<file path="src/rtl/gpio_pkg.sv">
// Shared constants for the GPIO bank: register decode and default sizing.
package gpio_pkg;

  // addr[0] selects which register of a set is accessed
  localparam logic REG_DIR  = 1'b0;
  localparam logic REG_DATA = 1'b1;

  localparam int DEF_NUM_GPIO_SETS = 4;
  localparam int DEF_GPIO_WIDTH    = 8;

  // Address width: one bit of register select plus the set index.
  function automatic int gpio_addr_w(input int num_sets);
    return $clog2(num_sets) + 1;
  endfunction

endpackage

</file>
<file path="src/rtl/gpio_bank_if.sv">
// Register bus between a master and the GPIO bank.
interface gpio_bank_if #(
  parameter int AW = 3,
  parameter int W  = 8
);
  logic [AW-1:0] addr;
  logic          wr_en;
  logic [W-1:0]  wr_data;
  logic [W-1:0]  rd_data;

  modport master (output addr, output wr_en, output wr_data, input rd_data);
  modport slave  (input addr, input wr_en, input wr_data, output rd_data);
endinterface

</file>
<file path="src/rtl/gpio_sync2.sv">
// Two-flop synchronizer for pad inputs that are asynchronous to clk.
module gpio_sync2 #(
  parameter int W = 8
) (
  input  logic         clk,
  input  logic         rst,
  input  logic [W-1:0] d,
  output logic [W-1:0] q
);
  logic [W-1:0] sync1_d, sync1_q;
  logic [W-1:0] sync2_d, sync2_q;

  // chain advances one stage per cycle
  always_comb begin
    sync1_d = d;
    sync2_d = sync1_q;
  end

  // async clear, shift on every rising edge
  always_ff @(posedge clk or negedge rst) begin
    if (!rst) begin
      sync1_q <= '0;
      sync2_q <= '0;
    end else begin
      sync1_q <= sync1_d;
      sync2_q <= sync2_d;
    end
  end

  assign q = sync2_q;
endmodule

</file>
<file path="src/rtl/gpio_bank.sv">
// Bank of GPIO sets: per-set DIR and DATA registers, synchronized pad
// readback and a registered read mux. Pad drivers use gpio_out/gpio_oe.
module gpio_bank
  import gpio_pkg::*;
#(
  parameter int NUM_GPIO_SETS = DEF_NUM_GPIO_SETS,
  parameter int GPIO_WIDTH    = DEF_GPIO_WIDTH
) (
  input  logic                                clk,
  input  logic                                rst,
  gpio_bank_if.slave                          bus,
  input  logic [NUM_GPIO_SETS*GPIO_WIDTH-1:0] gpio_in,
  output logic [NUM_GPIO_SETS*GPIO_WIDTH-1:0] gpio_out,
  output logic [NUM_GPIO_SETS*GPIO_WIDTH-1:0] gpio_oe
);
  localparam int AW = gpio_addr_w(NUM_GPIO_SETS);

  logic [NUM_GPIO_SETS-1:0][GPIO_WIDTH-1:0] dir_d, dir_q;
  logic [NUM_GPIO_SETS-1:0][GPIO_WIDTH-1:0] out_d, out_q;
  logic [NUM_GPIO_SETS-1:0][GPIO_WIDTH-1:0] pad_q;
  logic [GPIO_WIDTH-1:0]                    rd_d, rd_q;

  logic [AW-1:0] addr_w;
  logic          reg_sel;
  int            set_idx;

  assign addr_w  = bus.addr;
  assign reg_sel = addr_w[0];
  // out-of-range indices match no set below, so writes drop and reads give 0
  assign set_idx = int'(addr_w >> 1);

  for (genvar g = 0; g < NUM_GPIO_SETS; g++) begin : g_sync
    gpio_sync2 #(.W(GPIO_WIDTH)) u_sync (
      .clk (clk),
      .rst (rst),
      .d   (gpio_in[g*GPIO_WIDTH +: GPIO_WIDTH]),
      .q   (pad_q[g])
    );
  end

  // register writes: whole word latched, direction only gates the pad driver
  always_comb begin
    dir_d = dir_q;
    out_d = out_q;
    for (int s = 0; s < NUM_GPIO_SETS; s++) begin
      if (bus.wr_en && set_idx == s) begin
        if (reg_sel == REG_DIR) dir_d[s] = bus.wr_data;
        else                    out_d[s] = bus.wr_data;
      end
    end
  end

  // read mux from current state, so a same-cycle write shows up one cycle later
  always_comb begin
    rd_d = '0;
    for (int s = 0; s < NUM_GPIO_SETS; s++) begin
      if (set_idx == s) begin
        if (reg_sel == REG_DIR) rd_d = dir_q[s];
        else rd_d = (dir_q[s] & out_q[s]) | (~dir_q[s] & pad_q[s]);
      end
    end
  end

  // state registers, cleared asynchronously
  always_ff @(posedge clk or negedge rst) begin
    if (!rst) begin
      dir_q <= '0;
      out_q <= '0;
      rd_q  <= '0;
    end else begin
      dir_q <= dir_d;
      out_q <= out_d;
      rd_q  <= rd_d;
    end
  end

  assign bus.rd_data = rd_q;
  assign gpio_out    = out_q;
  assign gpio_oe     = dir_q;
endmodule

</file>
<file path="src/flat_wrapper.sv">
// flat-port wrapper written by rule: the top's interface ports become plain ports
module gpio_bank_flat import gpio_pkg::*;
#(
  parameter int NUM_GPIO_SETS = DEF_NUM_GPIO_SETS,
  parameter int GPIO_WIDTH    = DEF_GPIO_WIDTH
)
  (clk, rst, gpio_in, gpio_out, gpio_oe, bus_addr, bus_wr_en, bus_wr_data, bus_rd_data);
  gpio_bank_if #(.AW(3), .W(8)) bus_i ();
  input  logic clk;
  input  logic rst;
  input  logic [NUM_GPIO_SETS*GPIO_WIDTH-1:0] gpio_in;
  output logic [NUM_GPIO_SETS*GPIO_WIDTH-1:0] gpio_out;
  output logic [NUM_GPIO_SETS*GPIO_WIDTH-1:0] gpio_oe;
  input wire logic [$bits(bus_i.addr)-1:0] bus_addr;
  input wire logic [$bits(bus_i.wr_en)-1:0] bus_wr_en;
  input wire logic [$bits(bus_i.wr_data)-1:0] bus_wr_data;
  output wire logic [$bits(bus_i.rd_data)-1:0] bus_rd_data;
  assign bus_i.addr = bus_addr;
  assign bus_i.wr_en = bus_wr_en;
  assign bus_i.wr_data = bus_wr_data;
  assign bus_rd_data = bus_i.rd_data;
  gpio_bank #(.NUM_GPIO_SETS(NUM_GPIO_SETS), .GPIO_WIDTH(GPIO_WIDTH)) u_core (.clk(clk), .rst(rst), .bus(bus_i), .gpio_in(gpio_in), .gpio_out(gpio_out), .gpio_oe(gpio_oe));
endmodule
</file>
<file path="config.mk">
export PLATFORM = sky130hd
export DESIGN_NAME = gpio_bank_flat
export DESIGN_NICKNAME = d
export VERILOG_FILES = /design/src/rtl/gpio_pkg.sv /design/src/rtl/gpio_bank_if.sv /design/src/rtl/gpio_sync2.sv /design/src/rtl/gpio_bank.sv /design/src/flat_wrapper.sv
export SDC_FILE = /design/constraint.sdc
export NUM_CORES = 1
export LEC_CHECK = 0
export BUFFER_PORTS_ARGS = -buffer_cell sky130_fd_sc_hd__buf_4
export CORE_UTILIZATION = 57
export DETAILED_ROUTE_END_ITERATION = 8
export HOLD_SLACK_MARGIN = 0.12
export PLACE_DENSITY = 0.88
export SLEW_MARGIN = 20
export SYNTH_ARGS = -nofsm -noshare
export SYNTH_HDL_FRONTEND = slang
export SYNTH_HIERARCHICAL = 1
export SYNTH_SLANG_ARGS = --single-unit
</file>
<file path="constraint.sdc">
create_clock -name clk -period 2.4 [get_ports clk]
set_input_delay 0.36 -clock clk [delete_from_list [all_inputs] [get_ports clk]]
set_output_delay 0.36 -clock clk [all_outputs]
set_load 0.1 [all_outputs]
</file>
==> results.py <==
metrics = {
    "run_status": {
        "outcome": "finished clean",
    },
    "sta": {
        "finalSetupViolCount": 0,
        "fin_hold_ws_ps": 154,
        "tns_ps": 0,
        "tightestPinTransition_ps": 809,
        "rsz0062_at_grt": "false",
        "max_freq_ghz": 0.612,
        "finalHoldViolations": 0,
        "max_slew_margin": 0.461,
        "skew_ps": 6.18,
        "timing.final.crit_share": 0.681,
        "fin_crit_ps": 1640,
        "slew_viol_final": 0,
    },
    "placement": {
        "port_buffers": 117,
        "gp_congestion": 0.822,
        "dpl.hpwl_mm": 7.34,
    },
    "synth": {
        "synth-adder-area-share": 0,
        "syn_area_mm2": 0.00498,
        "synth-compound-area-share": 0.101,
        "yosys.area.top_type": "dfrtp_1",
        "avgSynthCellArea_um2": 13.9,
        "syn-num-nets": 403,
        "ys_seq_elements": 136,
        "synth_commonest_cells": "dfrtp_1, mux2_2, a21oi_1, a31oi_1, inv_1",
        "synth-edff-count": 0,
        "synth_most_common_cell": "dfrtp_1",
        "syn_inst": 357,
        "synth_ff_type": "dfrtp_1",
        "synth_top_area_frac": 0.684,
        "synth_top_family_by_area": "multiplexers",
        "synthMuxAreaShare": 0.127,
        "yosysUniqueCellTypes": 22,
        "synth-async-reset-ratio": 1.00,
        "ys_seq_area_frac": 0.684,
        "synthXorXnorAreaFrac": 0,
        "synth-simple-area-share": 0.0465,
        "yosysWarnings": 6,
        "ys_top_cells_by_area": "dfrtp_1, mux2_2, a31oi_1",
    },
    "global_route": {
        "grt_usage": 0.323,
        "grt_util_met3": 0.0734,
        "antenna_found_initial": 0,
        "grt.overflow.total": 0,
        "grt_max_degree": 73,
        "grt.busiest_layer": "met2",
        "use_met1": 0.413,
        "grtUsageMet2": 0.536,
        "grt_pass1_vias": 3701,
        "grt_pass1_wl_mm": 20.8,
    },
    "routing": {
        "ant_nets": 0,
        "drt_iter0_markers": 295,
        "viasPerCell": 5.91,
        "firstDrtPassIters": 4,
        "vias": 3728,
        "drc": 0,
        "wl_per_cell_um": 21.8,
        "wl_mm": 13.8,
    },
    "pwr": {
        "leakage_uw": 0.00325,
        "ir_worst_vdd_v": 0.000837,
        "p_per_area_mw_per_mm2": 1300,
    },
    "worst_setup_path": {
        "crit_chain": "buf_4",
        "worstPathRequired_ps": 2040,
        "r2r.worst_path.cells": 4,
        "crit_buf_inv": 1,
        "startpoint": "u_core/gpio_oe[28]",
        "startpoint_type": "flop",
        "timing.rr.end": "u_core/bus.rd_data[3]",
        "critPathMaxStageDelay_ps": 420,
        "cp.depth": 1,
        "crit_slowest_cell": "dfrtp_1",
        "regToRegSetupSlack_ps": 1130,
        "critPathArrivalTime_ps": 1280,
        "path_class": "reg2out",
        "cp_top_family": "flip-flops",
        "crit_path_end_kind": "output port",
        "endpoint": "gpio_oe[28]",
        "critPathMaxFanout": 4,
        "crit-reg2reg-launch": "u_core/gpio_oe[27]",
    },
    "floorplanning": {
        "fp-row-count": 33,
        "io_pins": 118,
        "die_w_um": 95.4,
        "core_mm2": 0.00834,
        "initial_core_util": 0.597,
        "design.die.area_mm2": 0.00911,
        "die_h_um": 95.4,
    },
    "clock_network": {
        "postCtsSetupBuffers": 0,
        "cts_sinks": 136,
        "clock_latency_ps": 520,
        "cts_inserted_buffers": 17,
        "cts_tree": "built",
        "cts_root_buf": "clkbuf_8",
        "clock_path_buffers": 2,
        "cts.htree.levels": 4,
        "cts.clk_slew.worst_paths_ps": 60,
    },
    "final_layout": {
        "fillers": 399,
        "fin_nets": 560,
        "drive_gt1_frac": 0.411,
        "final_util": 0.830,
        "antenna_cells": 0,
        "area_delta_synth_final_pct": 39.1,
    },
    "run": {
        "cap_violations": 0,
    },
    "hold_path": {
        "min_path_type": "in2reg",
    },
}
worst min path at each step:
stage                                       start                            to  slack (ps)  cells after the start
6_report                           bus_wr_data[0]            u_core/gpio_out[0]         150                      3
5_1_grt                            bus_wr_data[0]            u_core/gpio_out[0]         130                      3
4_1_cts                            bus_wr_data[0]            u_core/gpio_out[0]         130                      3
3_5_place_dp   u_core/g_sync[0].u_sync/sync1_q[1]  u_core/g_sync[0].u_sync/q[1]         330                      0
3_3_place_gp   u_core/g_sync[2].u_sync/sync1_q[4]  u_core/g_sync[2].u_sync/q[4]         330                      0
2_1_floorplan                                 rst         u_core/bus.rd_data[0]          60                      0
flip-flops by register name (all words and copies together), names as in the netlist:
| signal | cells |
|---|---|
| u_core/g_sync.u_sync/q | 32 |
| u_core/gpio_oe | 32 |
| u_core/gpio_out | 32 |
| u_core/g_sync.u_sync/sync1_q | 32 |
| u_core/bus.rd_data | 8 |
cell type report:
type,count,area (um2),area share
Inverter,32,120,0.0174
Multi-Input combinational cell,174,1360,0.197
Tap cell,105,131,0.0190
Clock inverter,12,224,0.0324
Timing Repair Buffer,153,1250,0.181
Clock buffer,19,432,0.0624
Sequential cell,136,3400,0.492
through the flow:
stage	setup WS, ps	power (uW)	std cells	cell area (um2)
after floorplan	915	5260	357	4980
after global placement	489	5950	566	5930
after detailed placement	417	6010	566	5930
after CTS	765	8960	631	6920
after global routing	727	9240	631	6920
final	765	9000	631	6920
per-layer routing:
metal | up-vias | share of wire | routed length (um)
li1 | 1568 | - | -
met1 | 1880 | 0.39 | 5390
met2 | 244 | 0.51 | 6950
met3 | 36 | 0.077 | 1060
met4 | 0 | 0.025 | 342
met5 | - | 0 | 0
cells by family (layout without fill, tap and decap cells):
kind of cell    count (synthesis)  count (layout)
compound gates                 88              88
buf+inv                        47             216
flops                         136             136
mux                            56              56
simple gates                   30              30
cells in the final DEF (no fill, tap or decap):
cell type	instances
or2_2	1
a31oi_1	32
or2b_1	1
o21ai_0	8
clkinv_2	2
nor3b_4	2
clkbuf_16	16
buf_12	1
clkinv_4	3
or2b_2	1
a21oi_1	32
clkinvlp_4	1
nor3_4	2
bufinv_16	6
nand4_2	1
buf_6	1
clkbuf_8	2
mux2_2	56
clkbuf_1	1
inv_1	32
dlygate4sd3_1	34
nor2_1	8
nand2_1	10
nand2b_4	1
buf_4	117
o22ai_1	16
nand4b_2	3
dfrtp_1	136
power breakdown:
group | total [uW] | switching, uW | internal (uW)
clock network | 2890 | 968 | 1920
registers | 2910 | 293 | 2620
logic | 3200 | 2500 | 701
total | 9000 | 3760 | 5240
what timing repair did:
item | in CTS | in global routing
hold buffers | 34 | 0
gates resized for setup | 0 | 0
endpoints found under the hold margin | 91 | 0
Power figures use the tool's default switching activity.
